## src/rtl/wb_demux.sv

```systemverilog
// wb_demux: routes the ALU result to the register-file write port and/or a
// valid/ready output port that has a one-entry pending buffer.
// Optional macro WB_R0_ZERO_EN: register 0 is hardwired zero, so it is never written.
module wb_demux #(
  parameter int DATA_W = 8,
  parameter int ADDR_W = 2
) (
  input  logic              in_clk,
  input  logic              in_rst_n,
  input  logic              wb_valid,
  input  logic [1:0]        WB_selDEMUX,
  input  logic [ADDR_W-1:0] wbAddr,
  input  logic [DATA_W-1:0] aluResult,
  output logic              wb_stall,
  output logic              regWrEn,
  output logic [ADDR_W-1:0] regWrAddr,
  output logic [DATA_W-1:0] regWrData,
  output logic [DATA_W-1:0] outPort,
  output logic              out_valid,
  input  logic              out_ready
);
  typedef enum logic [1:0] {IDLE, SEND, SEND_PEND} state_t;
  state_t r_state, w_state_nx;
  logic [DATA_W-1:0] r_pend, w_pend_nx, w_out_nx;
  logic w_valid_nx, w_stall_nx, w_acc, w_reg, w_out;
  assign w_acc = wb_valid & ~wb_stall;
`ifdef WB_R0_ZERO_EN
  assign w_reg = w_acc & WB_selDEMUX[0] & (wbAddr != '0);
`else
  assign w_reg = w_acc & WB_selDEMUX[0];
`endif
  assign w_out = w_acc & WB_selDEMUX[1];
  // Register write port: one-cycle pulse, address/data held between writes
  always_ff @(posedge in_clk) begin
    if (!in_rst_n) begin
      regWrEn   <= 1'b0;
      regWrAddr <= '0;
      regWrData <= '0;
    end else begin
      regWrEn <= w_reg;
      if (w_reg) begin
        regWrAddr <= wbAddr;
        regWrData <= aluResult;
      end
    end
  end
  // Output handshake next-state: a second value arriving while the port is blocked goes to pend
  always_comb begin
    w_state_nx = r_state;
    w_out_nx   = outPort;
    w_valid_nx = out_valid;
    w_stall_nx = wb_stall;
    w_pend_nx  = r_pend;
    case (r_state)
      IDLE:
        if (w_out) begin
          w_out_nx   = aluResult;
          w_valid_nx = 1'b1;
          w_state_nx = SEND;
        end
      SEND:
        if (out_ready && w_out) w_out_nx = aluResult;
        else if (out_ready) begin
          w_valid_nx = 1'b0;
          w_state_nx = IDLE;
        end else if (w_out) begin
          w_pend_nx  = aluResult;
          w_stall_nx = 1'b1;
          w_state_nx = SEND_PEND;
        end
      SEND_PEND:
        if (out_ready) begin
          w_out_nx   = r_pend;
          w_stall_nx = 1'b0;
          w_state_nx = SEND;
        end
      default: w_state_nx = IDLE;
    endcase
  end
  // Output handshake state and registered outputs
  always_ff @(posedge in_clk) begin
    if (!in_rst_n) begin
      r_state   <= IDLE;
      r_pend    <= '0;
      outPort   <= '0;
      out_valid <= 1'b0;
      wb_stall  <= 1'b0;
    end else begin
      r_state   <= w_state_nx;
      r_pend    <= w_pend_nx;
      outPort   <= w_out_nx;
      out_valid <= w_valid_nx;
      wb_stall  <= w_stall_nx;
    end
  end
endmodule

```

## config.mk

```make
export PLATFORM = sky130hd
export DESIGN_NAME = wb_demux
export DESIGN_NICKNAME = d
export VERILOG_FILES = /design/src/rtl/wb_demux.sv
export SDC_FILE = /design/constraint.sdc
export NUM_CORES = 1
export LEC_CHECK = 0
export CAP_MARGIN = 20
export CORE_MARGIN = 2
export CORE_UTILIZATION = 42
export CTS_CLUSTER_SIZE = 30
export DETAILED_ROUTE_END_ITERATION = 6
export PLACE_DENSITY = 0.71
export SLEW_MARGIN = 40
export SYNTH_ARGS = -nofsm -noshare
export SYNTH_HDL_FRONTEND = slang
export SYNTH_SLANG_ARGS = --single-unit
```

## constraint.sdc

```tcl
create_clock -name in_clk -period 1.3 [get_ports in_clk]
set_input_delay 0.39 -clock in_clk [delete_from_list [all_inputs] [get_ports in_clk]]
set_output_delay 0.39 -clock in_clk [all_outputs]
set_load 0.02 [all_outputs]
```

; Yosys cells after proc, flatten, opt, wreduce, memory -nomap -nowiden
; Index checks and enable logic that the tools add are counted.
[classes]
n_mux = 17
eq_ne = 10
n_bitwise = 6
reduce_logical = 10
[op_table]
columns = op, n
row1 = $mux W8, 3
row2 = $pmux W8 S3, 1
row3 = $reduce_and A4 Y1, 4
row4 = $ne A2 B2 Y1 const B, 7
row5 = $mux W2, 5
row6 = $pmux W2 S3, 1
row7 = $mux W1, 5
row8 = $reduce_and A5 Y1, 1
row9 = $pmux W1 S2, 2
row10 = $reduce_bool A2 Y1, 2
row11 = $and A1 B1 Y1, 3
row12 = $ne A3 B3 Y1 const B, 1
row13 = $not A1 Y1, 3
row14 = $reduce_bool A3 Y1, 1
row15 = $eq A2 B1 Y1 const B, 1
row16 = $eq A2 B2 Y1 const B, 1
row17 = $logic_not A2 Y1, 1
row18 = $logic_and A1 B1 Y1, 1
[word_totals]
wordCells = 51
in_bits = 16
out_inout_bits = 21
regBits = 31

; Depth between registers and ports, before layout
[depth]
ltp_word = 7
depth_mapped = 5
mapped_depth_nobuf = 4

; Worst setup path before layout
; Ideal clock, no wire load.
[synth_timing]
kind = register -> register
startpoint = register wb_stall
endpoint = register outPort[0]
stages_incl_launch_ff = 6
arrival_ns = 1.289
required_time_ns = 1.174
synth_period_minus_slack_ns = 1.414
path_buffers = 1
setup_ns = 0.126
path_slack_ns = -0.114
cell_sequence = dfxtp_1 nand4bb_1 a21oi_2 or2_1 buf_6 a21oi_2
[synth_between]
elab_chain_len = 6
word_cells_on_any_way = 7
classes_between = 2 x eq/ne / 3 x bitwise / 2 x reduce/logical
[synth_rtl]
columns = element, line
row1 = start: declaration, 14  ; output logic wb_stall,
row2 = start signal: assignment, 93  ; wb_stall <= w_stall_nx;
row3 = $not A1 Y1 *, 26  ; assign w_acc = wb_valid & ~wb_stall;
row4 = $and A1 B1 Y1 *, 26
row5 = $and A1 B1 Y1 *, 32  ; assign w_out = w_acc & WB_selDEMUX[1];
row6 = $logic_and A1 B1 Y1, 62  ; if (out_ready && w_out) w_out_nx = aluResult;
row7 = $ne A2 B2 Y1 (no source line), --
row8 = $reduce_and A4 Y1 (no source line) *, --
row9 = end signal: assignment, 91  ; outPort <= w_out_nx;
row10 = end: declaration, 18  ; output logic [DATA_W-1:0] outPort,
; Every way passes the cells marked *; elsewhere a longest branch is shown, timed or not.
; A chain may end at the register's enable or synchronous reset.

; Worst setup path in the final report
[layout_timing]
startpoint = register r_state[0]
endpoint = register r_pend[3]
[layout_between]
elab_chain_len = 2
[layout_rtl]
columns = element, line
row1 = start: declaration, 23  ; state_t r_state, w_state_nx;
row2 = start signal: assignment, 89  ; r_state <= w_state_nx;
row3 = $eq A2 B1 Y1, 54  ; case (r_state)
row4 = $reduce_and A4 Y1 (no source line), --
row5 = end signal: assignment, 90  ; r_pend <= w_pend_nx;
row6 = end: declaration, 24  ; logic [DATA_W-1:0] r_pend, w_pend_nx, w_out_nx;
; No other way between the ends.

==> flow_summary.toml <==
[placed_design]
hpwl_um = 2135
gp_congestion = 0.7585
port_buffers = 36
placed_cells = 201
place_area_mm2 = 0.001805

[layout]
diodes = 0
area_growth_pct = 41.96
stdcell_count = 213
fin_util_pct = 61.55
drive_gt1_share_pct = 38.89
nNetsFinal = 195
design_area_mm2 = 0.001833

[worst_setup_path]
end_kind = "flop"
crit_arrival_ns = 1.57
crit_start = "r_state[0]"
required_ns = 1.53
slowest_delay_ns = 0.40
crit_type = "reg2reg"
crit_end = "r_pend[3]"
reg2reg_from = "r_state[0]"
reg2reg_slack_ns = -0.05
start_kind = "flop"
reg2reg_to = "r_pend[3]"
worstRegToRegCells = 5
crit_slowest_cell = "or3b_4"
critPathMaxFanout = 5
path_cells = "nor2b_4 -> or3b_4 -> buf_6 -> mux2i_1 -> nor2_1"

[drt]
ant_nets = 0
routed_via_density = 5.000
first_iter_violations = 18
wl_per_cell_um = 13.69
drc = 0
wl_um = 2915
vias = 1065
firstDrtPassIters = 3

[global_routing]
grt_pass1_vias = 1064
grt_max_degree = 12
track_usage_pct = 19.45
grt_pass1_wl_um = 4933
antenna_found_initial = 0
gr-total-overflow = 0

[logic_synthesis]
synthCells = 123
seq_area_frac_synth_pct = 48.06
synth_fp_nets = 139
syn-mean-instance-area_um2 = 10.50
ys_types = 21
ys_ff_latch = 31
synth_area_mm2 = 0.001291
yosysWarnings = 0

[floorplan]
die_area_mm2 = 0.003534
design.core.area_mm2 = 0.002978
fp.dieH_um = 59.45
rows = 20
chipWidth_um = 59.45
io_pins = 37
start_util_pct = 43.36

[clocking]
cts_sinks = 31
cts_root_buf = "clkbuf_4"
cts_buffers = 5
clk_path_buf_depth = 2
clk_pin_slew_ns = 0.09
cts_htree_levels = 2
tritoncts = "yes"
clk_latency_ns = 0.33

[sta]
final-setup-viol-count = 16
grt_setup_unrepaired = "yes"
holdWs_ns = 0.4754
tightest_slew_ns = 0.2607
min_period_over_period_pct = 103.7
slew_violations = 0
relSlewSlack_pct = 82.47
post-route-min-period_ns = 1.349
max_freq_ghz = 0.7415
final.setup_skew_ns = 0.006914
hold_viol = 0
fin_ws_ns = -0.04867

[outcome]
status = "finished, violations left"
violations = "setup timing"

[pwr]
power.leakage_nw = 0.8955
ir_drop_v = 0.0005567
total_power_mw = 1.939
p_per_area_mw_per_mm2 = 1058

[worst_hold_path]
hp-class = "reg2reg"

[flow_run]
cap_violations = 0
routing by layer:
metal / GRT usage [%] / vias to the layer above / share of wire (%)
met3: 5.022 / 8 / 4.6
met5: 0 / - / 0
met2: 32.34 / 24 / 51
li1: - / 542 / -
met4: 11.36 / 0 / 2.3
met1: 22.30 / 491 / 42
area by class of cell:
class                   instances  area (µm²)
fillers                       267        1145
repair buffers                 56       442.9
well taps                      33       41.29
clock buffers                   7       45.04
inverters                       2       7.507
clock inverters                 1       5.005
multi-input cells              83       668.1
flip-flops and latches         31       623.1
flip-flops by register name, indices dropped and copies added (netlist names):
name / count
outPort: 8
r_pend: 8
regWrData: 8
r_state: 2
regWrAddr: 2
out_valid: 1
regWrEn: 1
wb_stall: 1
cell families after synthesis:
family,after synthesis,share of synthesized area [%]
buffers and inverters,9,3.973
multiplexers,27,20.93
AND/OR/NAND/NOR,35,14.25
flip-flops,31,48.06
AO/OA/AOI/OAI,21,12.79
worst min path at each step:
| stage | start | to | slack (ns) | cells after the start |
|---|---|---|---|---|
| floorplan | r_pend[0] | r_pend[0] | 0.46 | 2 |
| global placement | wb_stall | wb_stall | 0.47 | 2 |
| detailed placement | r_state[0] | out_valid | 0.48 | 1 |
| CTS | r_state[0] | out_valid | 0.47 | 1 |
| global route | r_state[0] | out_valid | 0.50 | 1 |
| finish | r_state[0] | out_valid | 0.48 | 1 |
cell usage after synthesis:
cell	count	area (µm²)
a21oi_1	2	10.01
o31ai_1	8	60.06
inv_1	2	7.510
clkbuf_1	3	11.26
a221oi_1	1	8.760
a21oi_2	9	78.83
nand4bb_1	1	11.26
buf_6	2	22.52
nand2_1	4	15.01
dfxtp_1	31	620.6
mux2i_1	27	270.3
o21a_1	1	7.510
nand2b_1	3	18.77
nand3b_1	1	7.510
nor2b_2	1	8.760
buf_2	2	10.01
and2b_2	1	8.760
or3b_1	1	8.760
nor2_1	21	78.83
nand3b_4	1	20.02
or2_1	1	6.260
critical path: cells and delay by family (launching register included):
| kind | cells | cell delay [ns] |
|---|---|---|
| buf+inv | 1 | 0.15 |
| mux | 1 | 0.14 |
| simple gates | 3 | 0.60 |
| flops | 1 | 0.36 |
what timing repair did:
action | in CTS | in global routing
gates resized for setup | 100 | 4
pin swaps | 1 | 6
setup endpoints to repair | 40 | 19
hold buffers | 0 | 0
buffers inserted | 2 | 1
gates cloned | 1 | 0
per-stage QoR:
step	worst slack [ns]	setup TNS [ns]
final	-0.04867	-0.5169
after global routing	-0.1224	-1.890
after CTS	-0.04730	-0.3289
after detailed placement	-0.6157	-14.08
after global placement	-0.5728	-12.81
after floorplan	-0.04510	-0.4854
power by group:
part | internal (mW) | switching, mW | total, mW
Clock | 0.210 | 0.317 | 0.527
Combinational | 0.190 | 0.198 | 0.387
Sequential | 0.999 | 0.0251 | 1.02
cell usage in the layout, fill, tap and decap left out, types with 3 or more instances in the layout:
cell and count:
buf_6 3, o31ai_1 5, nand2_1 4, mux2i_2 4, buf_2 19, dlygate4sd2_1 3, clkbuf_4 5, dfxtp_1 29
o31ai_2 3, a21oi_2 8, mux2i_1 23, buf_4 17, clkdlybuf4s50_1 12, nor2_1 20, nand2b_1 3
Note: power is estimated with default switching activity, not from simulation.
